<file path="config.mk">
export PLATFORM = sky130hd
export DESIGN_NAME = cpu_sequencer_flat
export DESIGN_NICKNAME = d
export VERILOG_FILES = /design/src/rtl/cpu_pkg.sv /design/src/rtl/cpu_sequencer_if.sv /design/src/rtl/cpu_sequencer_latency_counter.sv /design/src/rtl/cpu_sequencer.sv /design/src/flat_wrapper.sv
export SDC_FILE = /design/constraint.sdc
export NUM_CORES = 1
export LEC_CHECK = 0
export CAP_MARGIN = 20
export CORE_AREA = 2 2 60 62
export DETAILED_ROUTE_END_ITERATION = 10
export DIE_AREA = 0 0 62 64
export PLACE_DENSITY = 0.85
export SLEW_MARGIN = 20
export SYNTH_ARGS = -nofsm -noshare
export SYNTH_HDL_FRONTEND = slang
export SYNTH_SLANG_ARGS = --single-unit
</file>
<file path="constraint.sdc">
create_clock -name clk -period 2.3 [get_ports clk]
set_input_delay 0.345 -clock clk [delete_from_list [all_inputs] [get_ports clk]]
set_output_delay 0.345 -clock clk [all_outputs]
set_load 0.01 [all_outputs]
</file>
<file path="src/rtl/cpu_pkg.sv">
// Shared types and constants for the multi-cycle CPU control path.
package cpu_pkg;

  localparam int unsigned OPCODE_W  = 4;
  localparam int unsigned IMM_W     = 8;
  localparam int unsigned DATA_W    = 8;
  localparam int unsigned STATE_W   = 3;
  localparam int unsigned LAT_W     = 2;
  localparam int unsigned RETIRED_W = 16;

  localparam logic [OPCODE_W-1:0] HALT_OPCODE_DEF = 4'hF;

  typedef enum logic [STATE_W-1:0] {
    S_IDLE      = 3'd0,
    S_FETCH     = 3'd1,
    S_DECODE    = 3'd2,
    S_EXECUTE   = 3'd3,
    S_MEMORY    = 3'd4,
    S_WRITEBACK = 3'd5,
    S_HALT      = 3'd6
  } state_e;

endpackage

</file>
<file path="src/rtl/cpu_sequencer_if.sv">
// Control/status bundle between the sequencer and the rest of the core.
interface cpu_sequencer_if;
  import cpu_pkg::*;

  logic                 run;
  logic                 step;
  logic [OPCODE_W-1:0]  opcode;
  logic                 dec_reg_write;
  logic                 dec_mem_write;
  logic                 dec_mem_to_reg;
  // Debug preload of the retired counter.
  logic                 retired_load;
  logic [RETIRED_W-1:0] retired_value;

  logic                 ir_load;
  logic                 pc_en;
  logic                 reg_write;
  logic                 mem_write;
  logic                 halted;
  logic                 busy;
  logic [STATE_W-1:0]   state;
  logic [RETIRED_W-1:0] retired;

  modport slave (
    input  run, step, opcode, dec_reg_write, dec_mem_write, dec_mem_to_reg,
           retired_load, retired_value,
    output ir_load, pc_en, reg_write, mem_write, halted, busy, state, retired
  );

  modport master (
    output run, step, opcode, dec_reg_write, dec_mem_write, dec_mem_to_reg,
           retired_load, retired_value,
    input  ir_load, pc_en, reg_write, mem_write, halted, busy, state, retired
  );

endinterface

</file>
<file path="src/rtl/cpu_sequencer_latency_counter.sv">
// Loadable down-counter; last is high when the count has reached zero.
module latency_counter
  import cpu_pkg::*;
(
  input  logic             clk,
  input  logic             rst,
  input  logic             load,
  input  logic             en,
  input  logic [LAT_W-1:0] load_val,
  output logic             last
);

  logic [LAT_W-1:0] cnt_q, cnt_d;

  always_comb begin
    cnt_d = cnt_q;
    if (load) begin
      cnt_d = load_val;
    end else if (en && (cnt_q != '0)) begin
      cnt_d = cnt_q - LAT_W'(1);
    end
  end

  always_ff @(posedge clk or posedge rst) begin
    if (rst) begin
      cnt_q <= '0;
    end else begin
      cnt_q <= cnt_d;
    end
  end

  assign last = (cnt_q == '0);

endmodule

</file>
<file path="src/rtl/cpu_sequencer.sv">
// Multi-cycle control FSM: turns decoder strobes into one-shot pulses and
// adds run/step/halt control plus a retired-instruction counter.
module cpu_sequencer
  import cpu_pkg::*;
#(
  parameter logic [OPCODE_W-1:0] HALT_OPCODE = HALT_OPCODE_DEF,
  parameter int unsigned         IMEM_LAT    = 1,
  parameter int unsigned         DMEM_LAT    = 1
) (
  input  logic           clk,
  input  logic           rst,
  cpu_sequencer_if.slave bus
);

  localparam logic [LAT_W-1:0] IMEM_LOAD = LAT_W'(IMEM_LAT - 1);
  localparam logic [LAT_W-1:0] DMEM_LOAD = LAT_W'(DMEM_LAT - 1);

  state_e               state_q, state_d;
  logic                 single_q, single_d;
  logic [RETIRED_W-1:0] retired_q, retired_d;

  logic             lat_load;
  logic             lat_en;
  logic [LAT_W-1:0] lat_val;
  logic             lat_last;

  latency_counter u_lat (
    .clk      (clk),
    .rst      (rst),
    .load     (lat_load),
    .en       (lat_en),
    .load_val (lat_val),
    .last     (lat_last)
  );

  always_comb begin
    state_d   = state_q;
    single_d  = single_q;
    retired_d = retired_q;
    lat_load  = 1'b0;
    lat_en    = 1'b0;
    lat_val   = '0;

    case (state_q)
      S_IDLE: begin
        if (bus.run) begin
          state_d  = S_FETCH;
          single_d = 1'b0;
          lat_load = 1'b1;
          lat_val  = IMEM_LOAD;
        end else if (bus.step) begin
          state_d  = S_FETCH;
          single_d = 1'b1;
          lat_load = 1'b1;
          lat_val  = IMEM_LOAD;
        end
      end
      S_FETCH: begin
        lat_en = 1'b1;
        if (lat_last) state_d = S_DECODE;
      end
      S_DECODE: begin
        state_d = (bus.opcode == HALT_OPCODE) ? S_HALT : S_EXECUTE;
      end
      S_EXECUTE: begin
        if (bus.dec_mem_write || bus.dec_mem_to_reg) begin
          state_d  = S_MEMORY;
          lat_load = 1'b1;
          lat_val  = DMEM_LOAD;
        end else begin
          state_d = S_WRITEBACK;
        end
      end
      S_MEMORY: begin
        lat_en = 1'b1;
        if (lat_last) state_d = S_WRITEBACK;
      end
      S_WRITEBACK: begin
        retired_d = retired_q + RETIRED_W'(1);
        if (bus.run && !single_q) begin
          state_d  = S_FETCH;
          lat_load = 1'b1;
          lat_val  = IMEM_LOAD;
        end else begin
          state_d  = S_IDLE;
          single_d = 1'b0;
        end
      end
      S_HALT: begin
        state_d = S_HALT;
      end
      default: begin
        state_d  = S_IDLE;
        single_d = 1'b0;
      end
    endcase

    if (bus.retired_load) retired_d = bus.retired_value;
  end

  always_ff @(posedge clk or posedge rst) begin
    if (rst) begin
      state_q   <= S_IDLE;
      single_q  <= 1'b0;
      retired_q <= '0;
    end else begin
      state_q   <= state_d;
      single_q  <= single_d;
      retired_q <= retired_d;
    end
  end

  // Write strobes derive only from the registered state, so an async reset kills them at once.
  assign bus.ir_load   = (state_q == S_FETCH) && lat_last;
  assign bus.pc_en     = (state_q == S_WRITEBACK);
  assign bus.reg_write = (state_q == S_WRITEBACK) && bus.dec_reg_write;
  assign bus.mem_write = (state_q == S_MEMORY) && lat_last && bus.dec_mem_write;
  assign bus.halted    = (state_q == S_HALT);
  assign bus.busy      = (state_q != S_IDLE) && (state_q != S_HALT);
  assign bus.state     = state_q;
  assign bus.retired   = retired_q;

endmodule
</file>
<file path="src/flat_wrapper.sv">
// flat-port wrapper written by rule: the top's interface ports become plain ports
module cpu_sequencer_flat import cpu_pkg::*;
#(
  parameter logic [OPCODE_W-1:0] HALT_OPCODE = HALT_OPCODE_DEF,
  parameter int unsigned         IMEM_LAT    = 1,
  parameter int unsigned         DMEM_LAT    = 1
)
  (clk, rst, bus_run, bus_step, bus_opcode, bus_dec_reg_write, bus_dec_mem_write, bus_dec_mem_to_reg, bus_retired_load, bus_retired_value, bus_ir_load, bus_pc_en, bus_reg_write, bus_mem_write, bus_halted, bus_busy, bus_state, bus_retired);
  cpu_sequencer_if bus_i ();
  input  logic clk;
  input  logic rst;
  input wire logic [$bits(bus_i.run)-1:0] bus_run;
  input wire logic [$bits(bus_i.step)-1:0] bus_step;
  input wire logic [$bits(bus_i.opcode)-1:0] bus_opcode;
  input wire logic [$bits(bus_i.dec_reg_write)-1:0] bus_dec_reg_write;
  input wire logic [$bits(bus_i.dec_mem_write)-1:0] bus_dec_mem_write;
  input wire logic [$bits(bus_i.dec_mem_to_reg)-1:0] bus_dec_mem_to_reg;
  input wire logic [$bits(bus_i.retired_load)-1:0] bus_retired_load;
  input wire logic [$bits(bus_i.retired_value)-1:0] bus_retired_value;
  output wire logic [$bits(bus_i.ir_load)-1:0] bus_ir_load;
  output wire logic [$bits(bus_i.pc_en)-1:0] bus_pc_en;
  output wire logic [$bits(bus_i.reg_write)-1:0] bus_reg_write;
  output wire logic [$bits(bus_i.mem_write)-1:0] bus_mem_write;
  output wire logic [$bits(bus_i.halted)-1:0] bus_halted;
  output wire logic [$bits(bus_i.busy)-1:0] bus_busy;
  output wire logic [$bits(bus_i.state)-1:0] bus_state;
  output wire logic [$bits(bus_i.retired)-1:0] bus_retired;
  assign bus_i.run = bus_run;
  assign bus_i.step = bus_step;
  assign bus_i.opcode = bus_opcode;
  assign bus_i.dec_reg_write = bus_dec_reg_write;
  assign bus_i.dec_mem_write = bus_dec_mem_write;
  assign bus_i.dec_mem_to_reg = bus_dec_mem_to_reg;
  assign bus_i.retired_load = bus_retired_load;
  assign bus_i.retired_value = bus_retired_value;
  assign bus_ir_load = bus_i.ir_load;
  assign bus_pc_en = bus_i.pc_en;
  assign bus_reg_write = bus_i.reg_write;
  assign bus_mem_write = bus_i.mem_write;
  assign bus_halted = bus_i.halted;
  assign bus_busy = bus_i.busy;
  assign bus_state = bus_i.state;
  assign bus_retired = bus_i.retired;
  cpu_sequencer #(.HALT_OPCODE(HALT_OPCODE), .IMEM_LAT(IMEM_LAT), .DMEM_LAT(DMEM_LAT)) u_core (.clk(clk), .rst(rst), .bus(bus_i));
endmodule
</file>
==> reports/metrics.yaml, run 1 <==
max_stage_delay_ns: 0.52
critPathRequiredTime_ns: 1.96
synth_common_cells: "dfrtp_1, nand2_1, o21ai_0"
io_pins: 53
finalMaxSlewViolations: 0
dp.cells: 245
setup_violations: 0
utilization_pct: 61.9
crit_path_end_kind: "output pin"
finalNetCount: 234
grt_max_degree: 28
fp.dieW_microns: 62
ys_seq_elements: 22
clock_path_buffers: 2
final-instance-count-excl-fill: 249
wirelength_mm: 3.26
insertion_delay_ns: 0.33
via_per_inst: 5.16
pwr-share-clk_pct: 19.1
hold_viol: 0
place_ws_ns: 0.346
cts_htree_levels: 1
antennaDiodeCount: 0
power.leakage_uw: 0.000812
setup_tns_ns: 0
grt_overflow: 0
path_class: "reg -> out"
avgRoutedWirePerCell_microns: 13.1
syn2layout_area_growth_pct: 46.1
yosys.area.top_type_share_pct: 39.6
cts_made_buffers: 3
rows: 21
power.switching_uw: 569
die_height_microns: 64
min_period_over_period_pct: 96.0
grt_first_pass_wirelength_mm: 5.29
crit_arrival_ns: 1.86
cts_tree: "yes"
synth_cell_types: 43
synth-async-reset-ratio_pct: 100
use_met2_pct: 28.1
slowest_stage: "clkdlybuf4s50_1"
vdd_drop_max_mv: 0.339
max_slew_margin_pct: 72.7
ys_warn_count: 0
p_total_uw: 1600
clkSinkCount: 22
max_freq_ghz: 0.453
synthFlopType: "dfrtp_1"
yosysTopAreaCell: "dfrtp_1"
p_sw_share_pct: 35.5
pwr-share-comb_pct: 44.1
antenna_found_initial: 0
grt.busiest_layer: "met2"
clk_pin_slew_ns: 0.14
critPathMaxFanout: 11
dr.pass1.iters: 4
layout_setup_ws_ns: 0.0931
grt_util_met1_pct: 23.7
core_area_sq_um: 3280
numPortBuffers: 52
syn_area_sq_um: 1390
critPathLaunch: "u_core.bus.state[1]"
grt_usage_pct: 17.9
drtIter0Drc: 46
hold_path_class: "in -> async"
via_count: 1285
initial_core_util_pct: 42.4
pwr-share-seq_pct: 36.8
cp_cell_sequence: "nand3b_2, clkinv_1, and2_1, clkdlybuf4s50_1"
synthTopCellsByArea: "dfrtp_1, nand2_1, o21ai_0, xnor2_1, xor2_1"
antenna_left: 0
seq_area_sq_um: 554
min_period_ns: 2.21
gp_congestion: 0.860
use_met3_pct: 3.04
holdBufCountCts: 0
synth.most_common_cell: "dfrtp_1"
power.density_nw_per_um2: 789
cap_violations: 0
reg2reg_from: "u_core.bus.retired[0]"
die_area_sq_um: 3970
synth_area_per_cell_sq_um: 9.21
intPower_uw: 1030
outcome: "finished clean"
syn_inst: 151
mappedNetlistNets: 181
ys_seq_area_share_pct: 39.6
rsz0062_at_grt: "true"
cts-root-buf: "clkbuf_4"
post-route-drc-count: 0
layout-drive-gt1-share_pct: 9.85
grt_pass1_vias: 1191
tightest_slew_ns: 0.408
clock_skew_ns: 0.0158
dp_hpwl_mm: 2.58
synth_edf_count: 0
critPathLaunchType: "flop"
num-fill-cells: 289
multi_input_area_sq_um: 768
## per-layer routing
metal	share of wire [%]	vias up	routed length [microns]
met5	0	-	0
met4	1.8	0	59
met3	5.3	5	171
met2	48	36	1580
met1	45	592	1450
li1	-	652	-
## state kept, by name (all words and copies together), names as in the netlist
name and cells:
u_core.single_q 1, u_core.bus.retired 16, u_core.bus.state 3, u_core.u_lat.cnt_q 2
## critical path, delay by kind of cell, from the launching register on
kind	cells	cell delay, ns
flip-flops	1	0.51
buffers and inverters	2	0.65
AND/OR/NAND/NOR	2	0.38
## per-stage QoR
step / hold WS [ns] / instance area [sq um]
final: 0.324 / 2030
after global routing: 0.365 / 2030
after detailed placement: 0.583 / 1970
after floorplan: 0.334 / 1390
after global placement: 0.577 / 1970
after CTS: 0.343 / 2020
## cells in the final DEF, fill, tap and decap left out, types with 5 or more instances in the layout
cell type        Yosys  final
clkdlybuf4s50_1      0     52
xnor2_1              6      6
nor3_1               7      7
inv_1                9      9
nand3_1              5      5
o21ai_0             12     12
nand2_1             18     18
nor2_1               9      8
xor2_1               5      5
nand4_1              5      5
dfrtp_1             22     19
## logic make-up (layout without fill, tap and decap cells)
group | after synthesis | in the layout | synth area share, %
flops | 22 | 22 | 39.6
fa+ha+maj | 2 | 2 | 1.80
xor+xnor | 11 | 11 | 6.92
buf+inv | 18 | 70 | 5.84
simple gates | 66 | 66 | 27.6
mux | 6 | 6 | 5.67
compound gates | 26 | 26 | 12.6
## final timing paths
check | to | slack (ns) | depth (start not counted)
max in group asynchronous | u_core.bus.state[0] | 1.72 | 3
max reg2reg | u_core.bus.retired[14] | 0.45 | 5
min | u_core.bus.retired[5] | 0.32 | 3
min reg2reg | u_core.u_lat.cnt_q[0] | 0.62 | 3
max | bus_reg_write | 0.09 | 4
min in group clk | u_core.bus.retired[9] | 0.55 | 3
## what timing repair did
| item | in CTS | in global routing |
|---|---|---|
| pin swaps | 0 | 0 |
| buffers inserted | 0 | 0 |
| resized for setup | 1 | 4 |
| setup endpoints to repair | 1 | 3 |
## final cells by class
cell class | count | area share, %
inverters | 10 | 1.85
repair buffers | 56 | 27.7
multi-input cells | 111 | 37.8
well taps | 46 | 2.83
flip-flops and latches | 22 | 27.3
clock buffers | 3 | 1.11
clock inverters | 1 | 1.48
## power by group through the flow
stage                     registers [uW]  clock network, uW  logic, uW
final                                590                307        707
after global routing                 606                326        777
after CTS                            581                307        701
after detailed placement             588                  0        697
after global placement               584                  0        684
after floorplan                      555                  0        433
Power figures use the tool's default switching activity.
==> run 2: changes to the inputs <==
--- a/config.mk
+++ b/config.mk
@@ -7,6 +7,7 @@
 export LEC_CHECK = 0
 export CAP_MARGIN = 20
 export CORE_AREA = 2 2 60 62
+export CTS_BUF_LIST = sky130_fd_sc_hd__clkbuf_4
 export DETAILED_ROUTE_END_ITERATION = 10
 export DIE_AREA = 0 0 62 64
 export PLACE_DENSITY = 0.85
==> results of run 2 <==
Final layout, timing and power as in run 1 (identical DEF).
